File: src/rtl/care_scheduler.sv
// Care-action scheduler: latches button presses, round-robin arbitrates them, clamps relief
// to the current stat level and issues one command per animation + cooldown window.
module care_scheduler #(
    parameter int AMOUNT          = 4,
    parameter int ANIM_CYCLES     = 13_500_000,
    parameter int COOLDOWN_CYCLES = 27_000_000,
    parameter int CNT_W           = 27
) (
    input  logic        clk,
    input  logic        reset,
    input  logic [5:0]  req,
    input  logic [23:0] stat_levels,
    output logic        act_valid,
    output logic [2:0]  act_sel,
    output logic [3:0]  act_amount,
    input  logic        act_ready,
    output logic        busy,
    output logic [5:0]  grant,
    output logic        reject,
    output logic [5:0]  pending
);

    typedef enum logic [1:0] {IDLE, ISSUE, BUSY, COOLDOWN} state_t;

    state_t           state, state_n;
    logic [CNT_W-1:0] cnt, cnt_n;
    logic [2:0]       ptr, ptr_n;
    logic [5:0]       req_q;
    logic [5:0]       pending_n, clr;
    logic             act_valid_n, reject_n;
    logic [2:0]       act_sel_n;
    logic [3:0]       act_amount_n;
    logic [5:0]       grant_n;
    logic [2:0]       win;
    logic [3:0]       stat_w, clamp;

    // First set bit searching upward from p+1, wrapping 5 -> 0.
    function automatic logic [2:0] rr_pick(input logic [2:0] p, input logic [5:0] pend);
        logic [2:0] idx;
        logic       found;
        rr_pick = p;
        found   = 1'b0;
        idx     = p;
        for (int k = 0; k < 6; k++) begin
            idx = (idx == 3'd5) ? 3'd0 : idx + 3'd1;
            if (!found && pend[idx]) begin
                found   = 1'b1;
                rr_pick = idx;
            end
        end
    endfunction

    function automatic logic [3:0] stat_of(input logic [2:0] sel, input logic [23:0] s);
        case (sel)
            3'd1:    stat_of = s[7:4];
            3'd2:    stat_of = s[11:8];
            3'd3:    stat_of = s[15:12];
            3'd4:    stat_of = s[19:16];
            3'd5:    stat_of = s[23:20];
            default: stat_of = s[3:0];
        endcase
    endfunction

    assign win    = rr_pick(ptr, pending);
    assign stat_w = stat_of(win, stat_levels);
    assign clamp  = (stat_w < 4'(AMOUNT)) ? stat_w : 4'(AMOUNT);
    assign busy   = (state != IDLE);

    // NOTE: every output of this block gets a default first, so no path leaves a latch behind.
    always_comb begin
        state_n      = state;
        cnt_n        = cnt;
        ptr_n        = ptr;
        act_valid_n  = act_valid;
        act_sel_n    = act_sel;
        act_amount_n = act_amount;
        grant_n      = grant;
        reject_n     = 1'b0;
        clr          = 6'd0;

        case (state)
            IDLE: begin
                if (|pending) begin
                    ptr_n = win;
                    clr   = 6'd1 << win;
                    if (stat_w == 4'd0) begin
                        reject_n = 1'b1;
                    end else begin
                        act_valid_n  = 1'b1;
                        act_sel_n    = win;
                        act_amount_n = clamp;
                        grant_n      = 6'd1 << win;
                        state_n      = ISSUE;
                    end
                end
            end
            ISSUE: begin
                if (act_ready) begin
                    act_valid_n = 1'b0;
                    cnt_n       = CNT_W'(ANIM_CYCLES - 1);
                    state_n     = BUSY;
                end
            end
            BUSY: begin
                if (cnt == '0) begin
                    grant_n = 6'd0;
                    if (COOLDOWN_CYCLES != 0) begin
                        cnt_n   = CNT_W'(COOLDOWN_CYCLES - 1);
                        state_n = COOLDOWN;
                    end else begin
                        state_n = IDLE;
                    end
                end else begin
                    cnt_n = cnt - 1'b1;
                end
            end
            COOLDOWN: begin
                if (cnt == '0) state_n = IDLE;
                else           cnt_n   = cnt - 1'b1;
            end
            default: state_n = IDLE;
        endcase

        // A new press of the same bit outranks the clear issued by the arbiter.
        pending_n = (pending & ~clr) | (req & ~req_q);
    end

    // NOTE: sequential state uses non-blocking assignments so all registers update together.
    always_ff @(posedge clk) begin
        if (reset) begin
            state      <= IDLE;
            cnt        <= '0;
            ptr        <= 3'd5;
            req_q      <= 6'd0;
            pending    <= 6'd0;
            act_valid  <= 1'b0;
            act_sel    <= 3'd0;
            act_amount <= 4'd0;
            grant      <= 6'd0;
            reject     <= 1'b0;
        end else begin
            state      <= state_n;
            cnt        <= cnt_n;
            ptr        <= ptr_n;
            req_q      <= req;
            pending    <= pending_n;
            act_valid  <= act_valid_n;
            act_sel    <= act_sel_n;
            act_amount <= act_amount_n;
            grant      <= grant_n;
            reject     <= reject_n;
        end
    end

endmodule
File: config.mk
export PLATFORM = sky130hd
export DESIGN_NAME = care_scheduler
export DESIGN_NICKNAME = d
export VERILOG_FILES = /design/src/rtl/care_scheduler.sv
export SDC_FILE = /design/constraint.sdc
export NUM_CORES = 1
export LEC_CHECK = 0
export CORE_AREA = 2 2 100 102
export DETAILED_ROUTE_END_ITERATION = 7
export DIE_AREA = 0 0 102 104
export PLACE_DENSITY = 0.75
export SLEW_MARGIN = 20
export SYNTH_ARGS = -nofsm -noshare
export SYNTH_HDL_FRONTEND = slang
export SYNTH_SLANG_ARGS = --single-unit
File: constraint.sdc
create_clock -name clk -period 6.8 [get_ports clk]
set_input_delay 1.36 -clock clk [delete_from_list [all_inputs] [get_ports clk]]
set_output_delay 1.36 -clock clk [all_outputs]
set_load 0.005 [all_outputs]
==> reports/results.ini <==
[cts]
clockBufferDepth=2
post_cts_buffers=0
cts_tree=done
cts_sinks=59
cts.htree.levels=3
ctsResizeCount=0
clockRootBuffer=clkbuf_8
worstSkewPairLatency_ns=0.35
cts_made_buffers=9
holdBufCountCts=0
clk_pin_slew_ns=0.08

[logic_synthesis]
synth_nets=579
yosysSeqAreaShare_pct=27.92
synth-async-reset-ratio_pct=0
synth_fa_ha_area_share_pct=2.366
synth.distinct_cells=78
synth_edf_count=0
synth_xor_area_share_pct=1.923
synth_area_leaders=dfxtp_1, a21oi_1, nor2_1, o21ai_0, nand2b_1
synth_flop_cell=dfxtp_1
synth_mux_area_share_pct=5.087
synthSimpleGateAreaFrac_pct=28.57
synth_top_cell_area_share_pct=27.92
synth_top_cell_by_area=dfxtp_1
ys_seq_elements=59
synth_top_family_by_area=compound AO/OA/AOI/OAI gates
ys_warn_count=0
synth-compound-area-share_pct=29.13
syn_inst=538
netlist_area_mm2=0.004230
synth_area_per_cell_um2=7.863

[drt]
routedWlPerCell_um=16.58
dr.pass1.iters=5
wirelength_mm=11.87
drc=0
vias_per_cell=5.891
route.antenna.remaining_nets=0
vias=4218
drt_iter0_markers=225

[critical_path]
cp_slowest_cell=o41a_4
cp_max_fo=18
crit_path_start=ptr[1]
worst_ep_arrival_time_ns=6.06
r2r_start=ptr[1]
r2r-end=grant[1]
cp-end-kind=flop
path_delay_family=compound AO/OA/AOI/OAI gates
crit_path_start_kind=flop
worstPathRequired_ns=7.05
worstSetupPathType=flop to flop
reg2reg_depth=22
cp_num_buf_inv=2
critPathMaxStageDelay_ns=0.58
crit_end=grant[1]
rrSetupSlack_ns=0.99
path_depth=22
crit_chain=nor2_1 > nand2_1 > and2_1 > ha_1 > buf_4 > a21oi_1 > nor2_1 > inv_1 > ha_1 > and2_1 > a221oi_2 > o22ai_1 > a221o_1 > a2bb2oi_2 > o41a_4 > xnor2_4 > or3_1 > o221ai_1 > o2bb2ai_2 > a211oi_4 > o21ai_4 > mux2_4

[die]
design.core.area_mm2=0.009549
start_util_pct=44.30
num_rows=36
die_w_um=102
die_area_mm2=0.01061
die_y_um=104
io_pins=55

[sta]
setup_viol=0
tightest_slew_ns=0.9685
fin_crit_sh_pct=85.39
max_slew_margin_pct=35.43
fin_worst_skew_ns=0.01819
period_needed_ns=5.806
final_hold_viol_count=0
tns_ns=0
whs_ns=0.4608
fmax_mhz=172.2
setup_slack_ns=0.9938
rsz0062_at_grt=false
slew_violations=0

[power_and_ir_drop]
peakVddDrop_mv=0.2402
cellPowerDensity_mw_per_mm2=631.8
p_leak_nw=1.916

[grt]
antenna_found_initial=0
track_usage_pct=23.09
grt_first_pass_wirelength_mm=19.87
grt-ovfl-total=0
grt_max_degree=70
grt_pass1_vias=4054

[final_layout]
layout.nets=619
fillers=924
drive_above_1_share_pct=10.29
area_delta_synth_final_pct=20.05
final_area_mm2=0.005079
area.sequential_mm2=0.001181
antenna_cells=0
multi_input_area_mm2=0.002838

[placement]
dpl.hpwl_mm=8.694
place_congestion=0.8880
placed_area_mm2=0.004837
port_buffers=54
dp_slack_ns=1.023

[flow_run]
cap_viol_max_count=0

[outcome]
outcome=finished, final reports clean

[worst_hold_path]
hp-class=flop to flop

## through the flow
stage                     util [%]  instances  power (mW)
after floorplan                  -        538       2.306
after global placement       50.66        700       2.734
after detailed placement     50.66        700       2.787
after CTS                    53.18        716       3.188
after global routing         53.18        716       3.468
final                        53.18        716       3.209
## final cells by class
class                           count  share of cell area [%]
Timing Repair Buffer               61                   11.58
Tap cell                          133                   3.277
Clock inverter                      5                   1.971
Multi-Input combinational cell    430                   55.88
Inverter                           17                   1.256
Clock buffer                       11                   2.784
Sequential cell                    59                   23.26
## where the power goes
group / internal [mW] / switching, mW / leakage (nW)
sequential: 0.446 / 0.104 / 0.486
clock: 0.252 / 0.140 / 0.123
combinational: 0.908 / 1.36 / 1.31
## cell families (layout without fill, tap and decap cells)
logic type                 Yosys count  in the layout
AOI/OAI and AO/OA                  170            170
DFF                                 59             59
adders and majority gates            8              8
xor gates and xnor gates             5              5
buffers and inverters               49             94
muxes                               19             19
and+or+nand+nor                    228            228
## Yosys cell counts, drive strengths merged, types with 11 or more instances
cell type and n:
dfxtp 59, nor2 56, a21oi 52, nand2 37
o21ai 35, nand2b 24, nor3 24, clkbuf 22
nor2b 18, inv 17, nand3 13, mux2i 11
## state kept, by name, indices dropped and copies added (netlist names)
register    cells
req_q           6
act_amount      4
grant           6
pending         6
ptr             3
state           2
act_sel         3
act_valid       1
cnt            27
reject          1
## worst reg2reg max path, delay by kind of cell, from the launching register on
kind	cells	cell delay [ns]
AOI/OAI and AO/OA	10	2.81
xor gates and xnor gates	1	0.18
adders and majority gates	2	0.54
buffers and inverters	2	0.31
DFF	1	0.39
muxes	1	0.34
and+or+nand+nor	6	1.17
## placed cells by master (no fill, tap or decap), types with 11 or more instances in the layout
master | netlist | routed
nand2_1 | 37 | 37
nor3_1 | 23 | 23
clkdlybuf4s50_1 | 0 | 53
nand3_1 | 13 | 13
inv_1 | 16 | 16
dfxtp_1 | 59 | 59
a21oi_1 | 50 | 50
nor2_1 | 55 | 55
nand2b_1 | 24 | 24
nor2b_1 | 18 | 18
o21ai_0 | 32 | 32
mux2i_1 | 11 | 11
## per-layer routing
metal / share of wire, % / vias up / global-route usage [%]
li1: - / 2065 / -
met1: 43 / 1977 / 30.08
met2: 49 / 145 / 37.64
met3: 5.9 / 31 / 4.032
met4: 2.5 / 0 / 8.857
met5: 0 / - / 0
## worst min path at each step
stage          cells past startpoint  endpoint    start
2_1_floorplan                      2   cnt[18]  cnt[18]
3_3_place_gp                       2   cnt[18]  cnt[18]
3_5_place_dp                       2   cnt[18]  cnt[18]
4_1_cts                            2   cnt[18]  cnt[18]
5_1_grt                            2   cnt[18]  cnt[18]
6_report                           2   cnt[18]  cnt[18]
Note: power is estimated with default switching activity, not from simulation.
